## src/rtl/video_timing_if.sv

```systemverilog
// Raster timing bundle: enable/restart controls in, position, syncs and strobes out.
// The generator uses the master modport; pattern generators and framebuffer readers use slave.
interface video_timing_if #(
    parameter int unsigned CNT_W = 10
) ();
    logic             en;
    logic             resync;
    logic             pixel_tick;
    logic [CNT_W-1:0] hpos;
    logic [CNT_W-1:0] vpos;
    logic             hsync;
    logic             vsync;
    logic             display_on;
    logic             line_start;
    logic             frame_start;
    logic [15:0]      frame_cnt;

    modport master (
        input  en,
        input  resync,
        output pixel_tick,
        output hpos,
        output vpos,
        output hsync,
        output vsync,
        output display_on,
        output line_start,
        output frame_start,
        output frame_cnt
    );

    modport slave (
        output en,
        output resync,
        input  pixel_tick,
        input  hpos,
        input  vpos,
        input  hsync,
        input  vsync,
        input  display_on,
        input  line_start,
        input  frame_start,
        input  frame_cnt
    );
endinterface

```

## src/rtl/video_timing_gen.sv

```systemverilog
// Parametrised raster timing generator with prescaled pixel tick, registered position,
// syncs, display enable, line/frame strobes and a frame counter.
module video_timing_gen #(
    parameter int unsigned H_DISPLAY = 640,
    parameter int unsigned H_FRONT   = 16,
    parameter int unsigned H_SYNC    = 96,
    parameter int unsigned H_BACK    = 48,
    parameter int unsigned V_DISPLAY = 480,
    parameter int unsigned V_BOTTOM  = 10,
    parameter int unsigned V_SYNC    = 2,
    parameter int unsigned V_TOP     = 33,
    parameter int unsigned PRESCALE  = 4,
    parameter bit          HSYNC_POL = 1'b0,
    parameter bit          VSYNC_POL = 1'b0,
    parameter int unsigned CNT_W     = 10
) (
    input logic            clk,
    input logic            reset_n,
    video_timing_if.master vt
);
    localparam int unsigned H_TOTAL = H_DISPLAY + H_FRONT + H_SYNC + H_BACK;
    localparam int unsigned V_TOTAL = V_DISPLAY + V_BOTTOM + V_SYNC + V_TOP;
    localparam int unsigned PW      = (PRESCALE > 1) ? $clog2(PRESCALE) : 1;

    localparam logic [PW-1:0]    PRESC_LAST = PW'(PRESCALE - 1);
    localparam logic [CNT_W-1:0] H_LAST     = CNT_W'(H_TOTAL - 1);
    localparam logic [CNT_W-1:0] V_LAST     = CNT_W'(V_TOTAL - 1);
    localparam logic [CNT_W-1:0] H_DISP     = CNT_W'(H_DISPLAY);
    localparam logic [CNT_W-1:0] V_DISP     = CNT_W'(V_DISPLAY);
    localparam logic [CNT_W-1:0] HS_FIRST   = CNT_W'(H_DISPLAY + H_FRONT);
    localparam logic [CNT_W-1:0] HS_LAST    = CNT_W'(H_DISPLAY + H_FRONT + H_SYNC - 1);
    localparam logic [CNT_W-1:0] VS_FIRST   = CNT_W'(V_DISPLAY + V_BOTTOM);
    localparam logic [CNT_W-1:0] VS_LAST    = CNT_W'(V_DISPLAY + V_BOTTOM + V_SYNC - 1);

    logic [PW-1:0]    presc_q;
    logic [CNT_W-1:0] hpos_q, vpos_q;
    logic             hsync_q, vsync_q, disp_q;
    logic             tick_q, line_q, frame_q;
    logic [15:0]      fcnt_q;

    logic             advance, h_wrap, v_wrap;
    logic [CNT_W-1:0] hpos_d, vpos_d;
    logic             hsync_d, vsync_d, disp_d;

    // Decode from the next position so syncs land on the same edge as hpos/vpos.
    always_comb begin
        advance = vt.en && (presc_q == PRESC_LAST);
        h_wrap  = (hpos_q == H_LAST);
        v_wrap  = (vpos_q == V_LAST);
        hpos_d  = hpos_q + CNT_W'(1);
        vpos_d  = vpos_q;
        if (h_wrap) begin
            hpos_d = '0;
            vpos_d = v_wrap ? '0 : vpos_q + CNT_W'(1);
        end
        hsync_d = ((hpos_d >= HS_FIRST) && (hpos_d <= HS_LAST)) ? HSYNC_POL : ~HSYNC_POL;
        vsync_d = ((vpos_d >= VS_FIRST) && (vpos_d <= VS_LAST)) ? VSYNC_POL : ~VSYNC_POL;
        disp_d  = (hpos_d < H_DISP) && (vpos_d < V_DISP);
    end

    always_ff @(posedge clk or negedge reset_n) begin
        if (!reset_n) begin
            presc_q <= '0;
            hpos_q  <= '0;
            vpos_q  <= '0;
            hsync_q <= ~HSYNC_POL;
            vsync_q <= ~VSYNC_POL;
            disp_q  <= 1'b1;
            tick_q  <= 1'b0;
            line_q  <= 1'b0;
            frame_q <= 1'b0;
            fcnt_q  <= '0;
        end else if (vt.resync) begin
            // Park at (0,0) without strobes; frame_cnt keeps its history.
            presc_q <= '0;
            hpos_q  <= '0;
            vpos_q  <= '0;
            hsync_q <= ~HSYNC_POL;
            vsync_q <= ~VSYNC_POL;
            disp_q  <= 1'b1;
            tick_q  <= 1'b0;
            line_q  <= 1'b0;
            frame_q <= 1'b0;
        end else if (vt.en) begin
            tick_q  <= advance;
            line_q  <= advance && h_wrap;
            frame_q <= advance && h_wrap && v_wrap;
            if (advance) begin
                presc_q <= '0;
                hpos_q  <= hpos_d;
                vpos_q  <= vpos_d;
                hsync_q <= hsync_d;
                vsync_q <= vsync_d;
                disp_q  <= disp_d;
                if (h_wrap && v_wrap) begin
                    fcnt_q <= fcnt_q + 16'd1;
                end
            end else begin
                presc_q <= presc_q + PW'(1);
            end
        end else begin
            tick_q  <= 1'b0;
            line_q  <= 1'b0;
            frame_q <= 1'b0;
        end
    end

    assign vt.pixel_tick  = tick_q;
    assign vt.hpos        = hpos_q;
    assign vt.vpos        = vpos_q;
    assign vt.hsync       = hsync_q;
    assign vt.vsync       = vsync_q;
    assign vt.display_on  = disp_q;
    assign vt.line_start  = line_q;
    assign vt.frame_start = frame_q;
    assign vt.frame_cnt   = fcnt_q;
endmodule

```

## src/flat_wrapper.sv

```systemverilog
// flat-port wrapper written by rule: the top's interface ports become plain ports
module video_timing_gen_flat 
#(
    parameter int unsigned H_DISPLAY = 640,
    parameter int unsigned H_FRONT   = 16,
    parameter int unsigned H_SYNC    = 96,
    parameter int unsigned H_BACK    = 48,
    parameter int unsigned V_DISPLAY = 480,
    parameter int unsigned V_BOTTOM  = 10,
    parameter int unsigned V_SYNC    = 2,
    parameter int unsigned V_TOP     = 33,
    parameter int unsigned PRESCALE  = 4,
    parameter bit          HSYNC_POL = 1'b0,
    parameter bit          VSYNC_POL = 1'b0,
    parameter int unsigned CNT_W     = 10
)
  (clk, reset_n, vt_en, vt_resync, vt_pixel_tick, vt_hpos, vt_vpos, vt_hsync, vt_vsync, vt_display_on, vt_line_start, vt_frame_start, vt_frame_cnt);
  video_timing_if #(.CNT_W(CNT_W)) vt_i ();
  input logic clk;
  input logic reset_n;
  input wire logic [$bits(vt_i.en)-1:0] vt_en;
  input wire logic [$bits(vt_i.resync)-1:0] vt_resync;
  output wire logic [$bits(vt_i.pixel_tick)-1:0] vt_pixel_tick;
  output wire logic [$bits(vt_i.hpos)-1:0] vt_hpos;
  output wire logic [$bits(vt_i.vpos)-1:0] vt_vpos;
  output wire logic [$bits(vt_i.hsync)-1:0] vt_hsync;
  output wire logic [$bits(vt_i.vsync)-1:0] vt_vsync;
  output wire logic [$bits(vt_i.display_on)-1:0] vt_display_on;
  output wire logic [$bits(vt_i.line_start)-1:0] vt_line_start;
  output wire logic [$bits(vt_i.frame_start)-1:0] vt_frame_start;
  output wire logic [$bits(vt_i.frame_cnt)-1:0] vt_frame_cnt;
  assign vt_i.en = vt_en;
  assign vt_i.resync = vt_resync;
  assign vt_pixel_tick = vt_i.pixel_tick;
  assign vt_hpos = vt_i.hpos;
  assign vt_vpos = vt_i.vpos;
  assign vt_hsync = vt_i.hsync;
  assign vt_vsync = vt_i.vsync;
  assign vt_display_on = vt_i.display_on;
  assign vt_line_start = vt_i.line_start;
  assign vt_frame_start = vt_i.frame_start;
  assign vt_frame_cnt = vt_i.frame_cnt;
  video_timing_gen #(.H_DISPLAY(H_DISPLAY), .H_FRONT(H_FRONT), .H_SYNC(H_SYNC), .H_BACK(H_BACK), .V_DISPLAY(V_DISPLAY), .V_BOTTOM(V_BOTTOM), .V_SYNC(V_SYNC), .V_TOP(V_TOP), .PRESCALE(PRESCALE), .HSYNC_POL(HSYNC_POL), .VSYNC_POL(VSYNC_POL), .CNT_W(CNT_W)) u_core (.clk(clk), .reset_n(reset_n), .vt(vt_i));
endmodule
```

## config.mk

```make
export PLATFORM = sky130hd
export DESIGN_NAME = video_timing_gen_flat
export DESIGN_NICKNAME = d
export VERILOG_FILES = /design/src/rtl/video_timing_if.sv /design/src/rtl/video_timing_gen.sv /design/src/flat_wrapper.sv
export SDC_FILE = /design/constraint.sdc
export NUM_CORES = 1
export LEC_CHECK = 0
export ABC_AREA = 1
export BUFFER_PORTS_ARGS = -buffer_cell sky130_fd_sc_hd__buf_2
export CAP_MARGIN = 20
export CORE_MARGIN = 1
export CORE_UTILIZATION = 56
export DETAILED_ROUTE_END_ITERATION = 7
export PLACE_DENSITY = 0.83
export SYNTH_ARGS = -nofsm -noshare
export SYNTH_HDL_FRONTEND = slang
export SYNTH_SLANG_ARGS = --single-unit
```

## constraint.sdc

```tcl
create_clock -name clk -period 2.17 [get_ports clk]
set_input_delay 0.217 -clock clk [delete_from_list [all_inputs] [get_ports clk]]
set_output_delay 0.217 -clock clk [all_outputs]
set_load 0.05 [all_outputs]
```

# Word-level counts from Yosys, hierarchy flattened
# Cells that the tools add are included.
# op_classes
n_addsub	4
order_cmp	6
n_eq_ne	3
mux	29
bitwise	1
reduce_logical	11
# ops
op	count
$mux 10	9
$add 10x1->10 const B	2
$eq 10x10->1 const B	2
$mux 1	17
$add 16x1->16 const B	1
$ge 10x10->1 const B	1
$ge 10x9->1 const B	1
$le 10x10->1 const B	1
$le 10x9->1 const B	1
$lt 10x10->1 const B	1
$lt 10x9->1 const B	1
$logic_and 1x1->1	7
$mux 2	3
$reduce_and 4->1	1
$reduce_bool 2->1	2
$add 2x1->2 const B	1
$eq 2x2->1 const B	1
$reduce_and 2->1	1
$not 1->1	1
# totals
ff_bits	44
inputBits	4
output_inout_bits	42
wordCells	64

# Longest topological paths before layout
# Gate-level depths: netlist of the first run.
# depth
depth_word	9
depth_mapped	13
depth_no_buf	13

# Least setup slack after synthesis of the first run
# OpenSTA, ideal clock, no wires.
# synth_timing
path_type	register -> register
startpoint	reg u_core.hpos_q[1] (netlist: u_core.vt.hpos[1])
endpoint	reg u_core.fcnt_q[15] (netlist: u_core.vt.frame_cnt[15])
arrival_time_ps	2003
required_time_ps	2047
slack_ps	45
path_stages_with_launch	12
synth_period_minus_slack_ps	2125
cell_sequence	dfrtp_1 > ha_1 > nand2_2 > nor2_4 > nand2_4 > nor2_8 > nand2_4 > nor2_8 > nand2_4 > nor2_4 > nand2_1 > xor2_1
# synth_via
elab_chain_cells	3
# synth_rtl
item	line_no	rtl
from (decl)	video_timing_gen.sv:36	logic [CNT_W-1:0] hpos_q, vpos_q;
from (signal assigned)	video_timing_gen.sv:90	hpos_q <= hpos_d;
$eq 10x10->1	video_timing_gen.sv:48	h_wrap = (hpos_q == H_LAST);
$logic_and 1x1->1	video_timing_gen.sv:95	if (h_wrap && v_wrap) begin
$reduce_and 4->1 (no source line)	-	
to (signal assigned)	video_timing_gen.sv:96	fcnt_q <= fcnt_q + 16'd1;
to (decl)	video_timing_gen.sv:39	logic [15:0] fcnt_q;
# No other way between the ends.
# A chain may end at the register's enable or synchronous reset.

# Worst setup path after layout of the first run
# layout_timing
startpoint	reg u_core.hpos_q[1] (netlist: u_core.vt.hpos[1])
endpoint	reg u_core.disp_q (netlist: u_core.vt.display_on)
# layout_via
elab_chain_cells	7
elab_cells_between_ends	10
cone_classes	add/sub (1); order compare (2); eq/ne (1); mux (5); reduce/logical (1)
# layout_rtl
item	line_no	rtl
$add 10x1->10 or $eq 10x10->1 (tied branches)	video_timing_gen.sv:50, video_timing_gen.sv:48	
$mux 10	video_timing_gen.sv:52	if (h_wrap) begin
$lt 10x10->1 or $lt 10x9->1 (tied branches)	video_timing_gen.sv:58	disp_d = (hpos_d < H_DISP) && (vpos_d < V_DISP);
$logic_and 1x1->1 (*)	video_timing_gen.sv:58	
$mux 1 (*)	video_timing_gen.sv:88	if (advance) begin
$mux 1 (*)	video_timing_gen.sv:84	end else if (vt.en) begin
$mux 1 (*)	video_timing_gen.sv:73	end else if (vt.resync) begin
to (signal assigned)	video_timing_gen.sv:94	disp_q <= disp_d;
to (decl)	video_timing_gen.sv:37	logic hsync_q, vsync_q, disp_q;
# Mark *: on every way between the ends. The rest lies on a longest branch, timed or not. The select of a mux whose other input is x is not followed.

==> impl_metrics.env, run 1 <==
export IMPL_numClockSinks=44
export IMPL_p_seq_share_pct=54.7
export IMPL_crit_path_end_kind="register"
export IMPL_multiInputGateArea_sq_mm=0.001326
export IMPL_synth_xor_area_share_pct=5.675
export IMPL_cts_max_level=2
export IMPL_synth_nets=354
export IMPL_ys_types=27
export IMPL_hp_class="in2reg"
export IMPL_critPathRequiredTime_ns=2.40
export IMPL_worstHoldStart="vt_en"
export IMPL_port_buffers=45
export IMPL_avgSynthCellArea_sq_um=7.627
export IMPL_cts_tree="done"
export IMPL_track_usage_pct=26.31
export IMPL_critPathLaunchType="register"
export IMPL_critPathKind="reg2reg"
export IMPL_area_growth_pct=15.36
export IMPL_cts_buffers=5
export IMPL_skew_ns=0.003396
export IMPL_pre_cts_slack_ns=0.1953
export IMPL_cp_common_cell="nand2_1"
export IMPL_dp_hpwl_um=4386
export IMPL_initial_core_util_pct=59.44
export IMPL_path_delay_family="simple AND/OR/NAND/NOR gates"
export IMPL_die_area_sq_mm=0.004963
export IMPL_fillers=348
export IMPL_ys_ff_latch=44
export IMPL_detail_route_vias_per_cell=5.587
export IMPL_clock_fmax_ghz=0.4979
export IMPL_synth_simple_area_share_pct=34.72
export IMPL_cts_max_path_buffers=2
export IMPL_die_w_um=70.45
export IMPL_drive_gt1_share_pct=19.95
export IMPL_p_int_mw=1.179
export IMPL_setup_tns_ns=0
export IMPL_finalWorstSetupSlack_ns=0.1615
export IMPL_synth_fa_ha_area_share_pct=2.861
export IMPL_avgRoutedWirePerCell_um=13.48
export IMPL_dp_cells=439
export IMPL_grt_antenna_before_repair=0
export IMPL_crit_start="u_core.vt.hpos[1]$_DFFE_PN0P_"
export IMPL_slew_viol_final=0
export IMPL_drc_errors=0
export IMPL_finalPower_mw=1.511
export IMPL_p_switching_mw=0.3323
export IMPL_grt_max_degree=23
export IMPL_clk_latency_ns=0.30
export IMPL_period_minus_slack_ns=2.009
export IMPL_gp_congestion=0.8911
export IMPL_comb_power_share_pct=3.5
export IMPL_tightestPinTransition_ns=0.7684
export IMPL_drt_total_wl_um=6037
export IMPL_slew_headroom_pct=48.65
export IMPL_coreArea_sq_mm=0.004414
export IMPL_p_per_area_mw_per_mm2=499.2
export IMPL_slowest_delay_ns=0.43
export IMPL_p_leak_nw=1.689
export IMPL_fin_cells=448
export IMPL_worst_ep_arrival_time_ns=2.24
export IMPL_pin_count=46
export IMPL_ctsResizeCount=0
export IMPL_synth_compound_area_share_pct=7.296
export IMPL_path_cells="ha_1 -> nand2_2 -> nor2_4 -> inv_2 -> nor2_4 -> nand2_1 -> nand2_1 -> nor2_1 -> nand3_1 -> nand2_1 -> a21oi_1"
export IMPL_num_rows=24
export IMPL_clock_power_share_pct=41.8
export IMPL_cp_slowest_cell="dfrtp_1"
export IMPL_ys_warnings_count=0
export IMPL_synthMuxAreaShare_pct=0
export IMPL_regArea_sq_mm=0.001105
export IMPL_drt_pass1_iter_count=6
export IMPL_mappedNetlistArea_sq_mm=0.002624
export IMPL_peakVddDrop_mv=0.3735
export IMPL_diodes=0
export IMPL_reg2reg_from="u_core.vt.hpos[1]$_DFFE_PN0P_"
export IMPL_clk_pin_slew_ns=0.08
export IMPL_setup_viol_count_final=0
export IMPL_synth_sequential_area_ratio_pct=42.11
export IMPL_nNetsFinal=405
export IMPL_first_iter_violations=321
export IMPL_grt_pass1_vias=2236
export IMPL_maxCapViolCount=0
export IMPL_min_period_over_period_pct=92.56
export IMPL_cp_num_buf_inv=1
export IMPL_num_vias=2503
export IMPL_hold_viol=0
export IMPL_fp_dieH_um=70.45
export IMPL_ant_nets=0
export IMPL_netSwitchingFraction_pct=21.99
export IMPL_status="completed"
export IMPL_root_buffer="clkbuf_8"
export IMPL_grt_pass1_wl_um=10250
export IMPL_synthCells=344
export IMPL_grt_setup_unrepaired="no"
export IMPL_path_max_fanout=12
export IMPL_synth_top_family_by_area="simple AND/OR/NAND/NOR gates"
export IMPL_overflow=0
[cells in the final DEF (no fill, tap or decap), types with 4 or more instances in the layout]
cell	instances
clkbuf_8	5
nor2_4	4
o22ai_1	11
a21oi_1	7
o21ai_0	16
xnor2_1	6
nand3_1	26
inv_1	40
nor2_1	36
nand4_1	9
dfrtp_1	41
buf_2	45
ha_1	6
nand3_2	4
nand2_1	100
inv_2	4
xor2_1	11
[per-layer routing]
| metal | track usage [%] | routed length, um | vias up |
|---|---|---|---|
| li1 | - | - | 1201 |
| met1 | 34.36 | 2600 | 1166 |
| met2 | 44.02 | 2880 | 122 |
| met3 | 4.906 | 438 | 14 |
| met4 | 8.222 | 118 | 0 |
| met5 | 0 | 0 | - |
[power groups by stage]
stage	logic, mW	clock network, mW	registers [mW]
after global routing	0.0605	0.670	0.827
after CTS	0.0545	0.638	0.827
after global placement	0.0510	0	0.843
final	0.0527	0.631	0.827
after detailed placement	0.0527	0	0.843
after floorplan	0.0193	0	0.846
[kinds of logic (layout without fill, tap and decap cells)]
logic type                 Yosys count  count (layout)
AOI/OAI and AO/OA                   35              35
DFF                                 44              44
xor gates and xnor gates            17              17
buffers and inverters               49             101
and+or+nand+nor                    193             193
adders and majority gates            6               6
[area by class of cell]
class / instances / area share, %
Tap cell: 52 / 2.150
Timing Repair Buffer: 49 / 8.516
Clock buffer: 6 / 2.398
Clock inverter: 2 / 1.158
Multi-Input combinational cell: 251 / 43.82
Inverter: 44 / 5.457
Sequential cell: 44 / 36.50
[what timing repair did]
item | in CTS | in global routing
endpoints found under the hold margin | 13 | 0
setup endpoints to repair | 0 | 1
hold buffers | 1 | 0
setup buffers | 0 | 0
[metrics by stage]
step | hold slack (ns) | instance area [sq um] | utilization [%]
after floorplan | -0.07859 | 2624 | -
after global placement | 0.1825 | 2909 | 65.90
after detailed placement | 0.1840 | 2909 | 65.90
after CTS | 0.1837 | 3027 | 68.57
after global routing | 0.1802 | 3027 | 68.57
final | 0.1886 | 3027 | 68.57
[final timing paths]
check                                                            to  slack, ns  depth (start not counted)
max in group asynchronous       u_core.vt.frame_cnt[10]$_DFFE_PN0P_       1.21                          3
worst max register to register     u_core.vt.display_on$_DFFE_PN1P_       0.16                         11
worst max-delay path               u_core.vt.display_on$_DFFE_PN1P_       0.16                         11
worst min-delay path                  u_core.presc_q[1]$_DFFE_PN0P_       0.19                          2
worst min register to register          u_core.vt.hsync$_DFFE_PN1P_       0.52                          2
min in group asynchronous             u_core.vt.hpos[5]$_DFFE_PN0P_       0.39                          2
[synth_stat cells]
library cell / instances / share of area [%]
nand2_2: 2 / 0.48
nand4_1: 9 / 2.1
nor2_4: 4 / 1.7
xnor2_1: 6 / 2.0
nand2_4: 3 / 1.3
nand3_1: 26 / 5.0
nand2_1: 100 / 14
o22ai_1: 11 / 2.6
nor3_1: 2 / 0.38
nor4_1: 2 / 0.48
nor2_8: 2 / 1.5
a21oi_1: 7 / 1.3
nand3b_1: 1 / 0.29
buf_6: 1 / 0.43
dfrtp_1: 41 / 39
nand3_2: 4 / 1.5
o21bai_1: 1 / 0.29
clkbuf_1: 3 / 0.43
buf_2: 1 / 0.19
dfstp_2: 3 / 3.0
xor2_1: 11 / 3.7
inv_1: 40 / 5.7
ha_1: 6 / 2.9
o21ai_0: 16 / 3.1
nor2_2: 2 / 0.48
inv_2: 4 / 0.57
nor2_1: 36 / 5.2
[sequential cells by signal, summed over array words and instances, names as in the netlist]
| signal | count |
|---|---|
| u_core.vt.pixel_tick | 1 |
| u_core.vt.line_start | 1 |
| u_core.vt.hsync | 1 |
| u_core.vt.display_on | 1 |
| u_core.vt.vpos | 10 |
| u_core.vt.frame_start | 1 |
| u_core.presc_q | 2 |
| u_core.vt.frame_cnt | 16 |
| u_core.vt.hpos | 10 |
| u_core.vt.vsync | 1 |
Power figures use the tool's default switching activity.
==> run 2, diff against run 1 <==
REMOVE_ABC_BUFFERS = 1   (was not set)
==> run 2 against run 1 <==
Effect of this change: non-clock buffer count unchanged; cell count stayed put; maximum frequency rose by 0.86%; clock-buffer cell count is the same; routed wire length decreased by 2.1%; die area did not move; clock skew up 0.0057 ns; global-route usage fell by 0.32 points; critical path type unchanged; critical endpoint is now u_core.vt.frame_cnt[15]$_DFFE_PN0P_; largest power group unchanged; highest routed layer unchanged.
==> impl_metrics.env, run 2 (synthesis gave the netlist of run 1 again) <==
export IMPL_status="completed"
export IMPL_critPathKind="reg2reg"
export IMPL_p_leak_nw=1.696
export IMPL_r2r_cells=11
export IMPL_grt_max_degree=23
export IMPL_holdPathStages=2
export IMPL_num_rows=24
export IMPL_layout_commonest_cell="nand2_1"
export IMPL_r2r_slack_ns=0.18
export IMPL_top_layer="met4"
export IMPL_fp_dieH_um=70.45
export IMPL_critPathRequiredTime_ns=2.36
export IMPL_root_buffer="clkbuf_8"
export IMPL_min_period_over_period_pct=91.77
export IMPL_drive_gt1_share_pct=20.20
export IMPL_fillers=377
export IMPL_initial_core_util_pct=59.44
export IMPL_ctsResizeCount=0
export IMPL_worst_ep_arrival_time_ns=2.18
export IMPL_path_max_fanout=14
export IMPL_dpl_instance_area_sq_mm=0.002909
export IMPL_cts_max_path_buffers=2
export IMPL_ant_nets=0
export IMPL_dp_hpwl_um=4376
export IMPL_maxCapViolCount=0
export IMPL_track_usage_pct=25.99
export IMPL_avgRoutedWirePerCell_um=13.20
export IMPL_cts_setup_buffers=0
export IMPL_grt_setup_unrepaired="no"
export IMPL_die_area_sq_mm=0.004963
export IMPL_cts_max_level=2
export IMPL_hold_slack_ns=0.1739
export IMPL_pin_count=46
export IMPL_r2r_end="u_core.vt.frame_cnt[15]$_DFFE_PN0P_"
export IMPL_critPathCapture="u_core.vt.frame_cnt[15]$_DFFE_PN0P_"
export IMPL_final_cell_mix="nand2_1, buf_2, dfrtp_1, inv_1, nor2_1"
export IMPL_pre_cts_slack_ns=0.2061
export IMPL_overflow=0
export IMPL_skew_ns=0.009061
export IMPL_crit_start="u_core.vt.hpos[1]$_DFFE_PN0P_"
export IMPL_largest_reg_flops=16
export IMPL_setup_viol_count_final=0
export IMPL_gp_congestion=0.8420
export IMPL_hp_class="in2reg"
export IMPL_clk_latency_ns=0.30
export IMPL_period_minus_slack_ns=1.991
export IMPL_hold_viol=0
export IMPL_cts_buffers=5
export IMPL_numClockSinks=44
export IMPL_detail_route_vias_per_cell=5.429
export IMPL_critPathLaunchType="register"
export IMPL_stdcell_area_sq_mm=0.003040
export IMPL_cts_tree="done"
export IMPL_diodes=0
export IMPL_nNetsFinal=405
export IMPL_met2_length_um=2894
export IMPL_m1WireLength_um=2630
export IMPL_drt_total_wl_um=5913
export IMPL_grt_pass1_vias=2199
export IMPL_tightestPinTransition_ns=0.7772
export IMPL_reg2reg_from="u_core.vt.hpos[1]$_DFFE_PN0P_"
export IMPL_grt_pass1_wl_um=10180
export IMPL_slew_headroom_pct=48.06
export IMPL_finalWorstSetupSlack_ns=0.1786
export IMPL_drt_pass1_iter_count=4
export IMPL_p_per_area_mw_per_mm2=507.3
export IMPL_port_buffers=45
export IMPL_area_growth_pct=15.88
export IMPL_clk_pin_slew_ns=0.08
export IMPL_coreArea_sq_mm=0.004414
export IMPL_drc_errors=0
export IMPL_postCtsHoldBufs=1
export IMPL_num_vias=2432
export IMPL_slew_viol_final=0
export IMPL_first_iter_violations=375
export IMPL_peakVddDrop_mv=0.3857
export IMPL_crit_path_end_kind="register"
export IMPL_met3_wirelength_um=305
export IMPL_die_w_um=70.45
export IMPL_clock_fmax_ghz=0.5022
export IMPL_grt_antenna_before_repair=0
export IMPL_setup_tns_ns=0
## run 2: layer usage
layer | up-vias | GRT usage [%]
met5 | - | 0
met4 | 0 | 7.778
met3 | 9 | 5.628
met2 | 71 | 43.70
met1 | 1144 | 33.43
li1 | 1208 | -
## run 2: how the worst min path moves through the flow
stage / from / to / slack, ns
floorplan: reset_n / u_core.presc_q[0]$_DFFE_PN0P_ / -0.08
global placement: reset_n / u_core.vt.hpos[6]$_DFFE_PN0P_ / 0.17
detailed placement: reset_n / u_core.vt.hpos[6]$_DFFE_PN0P_ / 0.17
CTS: vt_en / u_core.presc_q[1]$_DFFE_PN0P_ / 0.17
global route: vt_en / u_core.presc_q[1]$_DFFE_PN0P_ / 0.17
finish: vt_en / u_core.presc_q[1]$_DFFE_PN0P_ / 0.17
## run 2: layout make-up
cell class              count  area (sq um)  share of cell area, %
well taps                  52         65.06                  2.140
multi-input cells         251          1326                  43.62
clock inverters             2         38.79                  1.276
repair buffers             49         257.7                  8.477
flip-flops and latches     44          1105                  36.34
inverters                  44         165.2                  5.432
clock buffers               6         82.58                  2.716
## run 2: stage by stage
stage,power (mW),utilization (%),std cells
2_1_floorplan,0.8634,-,339
3_3_place_gp,0.8926,65.90,439
5_1_grt,1.585,68.88,448
4_1_cts,1.560,68.88,448
3_5_place_dp,0.8951,65.90,439
6_report,1.542,68.88,448
## run 2: where the power goes
part / switching (mW) / internal [mW] / total [mW]
sequential: 0.00309 / 0.824 / 0.827
combinational: 0.0395 / 0.0127 / 0.0522
clock: 0.287 / 0.376 / 0.663
total: 0.330 / 1.21 / 1.54
## run 2: worst max-delay path: stages, from the launching register on
cell and delay (ns):
dfrtp_1 0.44, ha_1 0.24, nand2_2 0.10, nor2_4 0.18, nand2_4 0.16, nor2_8 0.14, nand2_4 0.11, nor2_8 0.13
nand2_4 0.07, nor2_4 0.09, nand2_1 0.07, xor2_1 0.14
==> run 3, diff against run 2 <==
CORE_ASPECT_RATIO = 0.9   (was not set)
==> run 3 against run 2 <==
Effect of this change: sequential share of layout area shrank 0.24 points; maximum frequency up 2.3%; non-clock buffer count rose by 1; design area rose by 0.66%; routed wire length barely moved; critical path type unchanged.
==> impl_metrics.env, run 3 (synthesis gave the netlist of run 1 again) <==
export IMPL_slew_headroom_pct=70.36
export IMPL_avgRoutedWirePerCell_um=12.88
export IMPL_dp_hpwl_um=4331
export IMPL_die_w_um=74.15
export IMPL_drc_errors=0
export IMPL_worstHoldStart="vt_en"
export IMPL_slowest_delay_ns=0.44
export IMPL_cp_slowest_cell="dfrtp_1"
export IMPL_cts_max_level=2
export IMPL_first_iter_violations=212
export IMPL_clock_fmax_ghz=0.5139
export IMPL_final_cell_mix="nand2_1, buf_2, dfrtp_1, inv_1, nor2_1"
export IMPL_path_max_fanout=14
export IMPL_drt_pass1_iter_count=5
export IMPL_r2r_end="u_core.vt.frame_cnt[15]$_DFFE_PN0P_"
export IMPL_grt_antenna_before_repair=0
export IMPL_coreArea_sq_mm=0.004489
export IMPL_maxCapViolCount=0
export IMPL_p_per_area_mw_per_mm2=510.5
export IMPL_skew_ns=0.007841
export IMPL_overflow=0
export IMPL_period_minus_slack_ns=1.946
export IMPL_holdPathStages=2
export IMPL_critPathRequiredTime_ns=2.38
export IMPL_tightestPinTransition_ns=0.4435
export IMPL_gp_congestion=0.9240
export IMPL_grt_pass1_wl_um=9708
export IMPL_detail_route_vias_per_cell=5.253
export IMPL_fp_dieH_um=66.94
export IMPL_stdcell_area_sq_mm=0.003060
export IMPL_largest_reg_flops=16
export IMPL_numClockSinks=44
export IMPL_min_to="u_core.presc_q[1]$_DFFE_PN0P_"
export IMPL_cts_setup_buffers=0
export IMPL_hold_viol=0
export IMPL_grt_pass1_vias=2136
export IMPL_drt_total_wl_um=5914
export IMPL_grt_max_degree=18
export IMPL_hp_class="in2reg"
export IMPL_cp_num_buf_inv=0
export IMPL_num_vias=2411
export IMPL_drive_gt1_share_pct=20.40
export IMPL_die_area_sq_mm=0.004963
export IMPL_p_leak_nw=1.700
export IMPL_grt_setup_unrepaired="no"
export IMPL_r2r_cells=11
export IMPL_r2r_slack_ns=0.22
export IMPL_cp_common_cell="nand2_4"
export IMPL_root_buffer="clkbuf_8"
export IMPL_path_delay_family="simple AND/OR/NAND/NOR gates"
export IMPL_cts_tree="done"
export IMPL_path_cells="ha_1 -> nand2_2 -> nor2_4 -> nand2_4 -> nor2_8 -> nand2_4 -> nor2_8 -> nand2_4 -> nor2_4 -> nand2_1 -> xor2_1"
export IMPL_clk_pin_slew_ns=0.09
export IMPL_nNetsFinal=406
export IMPL_num_rows=23
export IMPL_worst_ep_arrival_time_ns=2.16
export IMPL_setup_viol_count_final=0
export IMPL_area_growth_pct=16.64
export IMPL_cts_buffers=5
export IMPL_regArea_sq_mm=0.001105
export IMPL_clk_latency_ns=0.31
export IMPL_ant_nets=0
export IMPL_crit_path_end_kind="register"
export IMPL_layout_commonest_cell="nand2_1"
export IMPL_track_usage_pct=26.35
export IMPL_multiInputGateArea_sq_mm=0.001326
export IMPL_hold_slack_ns=0.1722
export IMPL_reg2reg_from="u_core.vt.hpos[1]$_DFFE_PN0P_"
export IMPL_pin_count=46
export IMPL_critPathLaunchType="register"
export IMPL_cts_max_path_buffers=2
export IMPL_dpl_instance_area_sq_mm=0.002929
export IMPL_peakVddDrop_mv=0.4056
export IMPL_critPathKind="reg2reg"
export IMPL_initial_core_util_pct=58.44
export IMPL_port_buffers=45
export IMPL_diodes=0
export IMPL_slew_viol_final=0
export IMPL_status="completed"
export IMPL_min_period_over_period_pct=89.68
export IMPL_fillers=404
[run 3: cell count changes in the layout (fill, tap and decap cells not counted), sizes merged]
cell / change
buf: +1
[run 3: final cells by class]
cell class / count / share of cell area, %
timing repair buffer: 50 / 8.667
clock buffer: 6 / 2.698
clock inverter: 2 / 1.267
sequential: 44 / 36.10
tap: 62 / 2.535
inverter: 44 / 5.397
multi-input combinational: 251 / 43.34
[run 3: how the worst max path moves through the flow]
stage / endpoint / from / cells past startpoint / slack, ns
finish: u_core.vt.frame_cnt[15]$_DFFE_PN0P_ / u_core.vt.hpos[1]$_DFFE_PN0P_ / 11 / 0.22
global route: u_core.vt.vsync$_DFFE_PN1P_ / u_core.vt.hpos[1]$_DFFE_PN0P_ / 12 / 0.02
CTS: u_core.vt.frame_cnt[15]$_DFFE_PN0P_ / u_core.vt.hpos[1]$_DFFE_PN0P_ / 11 / 0.22
detailed placement: u_core.vt.frame_cnt[15]$_DFFE_PN0P_ / u_core.vt.hpos[1]$_DFFE_PN0P_ / 11 / 0.23
global placement: u_core.vt.frame_cnt[15]$_DFFE_PN0P_ / u_core.vt.hpos[1]$_DFFE_PN0P_ / 11 / 0.30
floorplan: u_core.vt.frame_cnt[15]$_DFFE_PN0P_ / u_core.vt.hpos[1]$_DFFE_PN0P_ / 11 / -0.007
[run 3: per-stage QoR]
step                utilization [%]  total power, mW    TNS, ns  instances  setup slack (ns)
floorplan                         -           0.8634  -0.006961        339         -0.006961
global placement              65.25           0.8954          0        450            0.3048
detailed placement            65.25           0.8971          0        450            0.2255
CTS                           68.17            1.571          0        459            0.2175
global route                  68.17            1.606          0        459           0.01554
finish                        68.17            1.562          0        459            0.2240
[run 3: layer usage]
| layer | wire, um | track usage (%) | vias to the layer above |
|---|---|---|---|
| met5 | 0 | 0 | - |
| met4 | 92 | 11.30 | 0 |
| met3 | 341 | 4.539 | 8 |
| met2 | 2723 | 41.48 | 82 |
| met1 | 2757 | 35.44 | 1115 |
| li1 | - | - | 1206 |
[run 3: worst reg2reg max path, delay by kind of cell, from the launching register on]
family	cells	cell delay (ns)
xor+xnor	1	0.14
simple gates	9	1.05
flops	1	0.44
fa+ha+maj	1	0.23
[run 3: timing repair]
action                                  4_1_cts  5_1_grt
hold buffers                                  1        0
hold endpoints to repair                     14        0
endpoints found under the setup margin        0        0
resized for setup                             0        0
[run 3: power breakdown]
part | total (mW) | switching, mW | leakage, nW | internal, mW
clock | 0.681 | 0.305 | 0.0614 | 0.377
combinational | 0.0542 | 0.0401 | 1.05 | 0.0141
sequential | 0.827 | 0.00303 | 0.592 | 0.824
total | 1.56 | 0.348 | 1.70 | 1.21
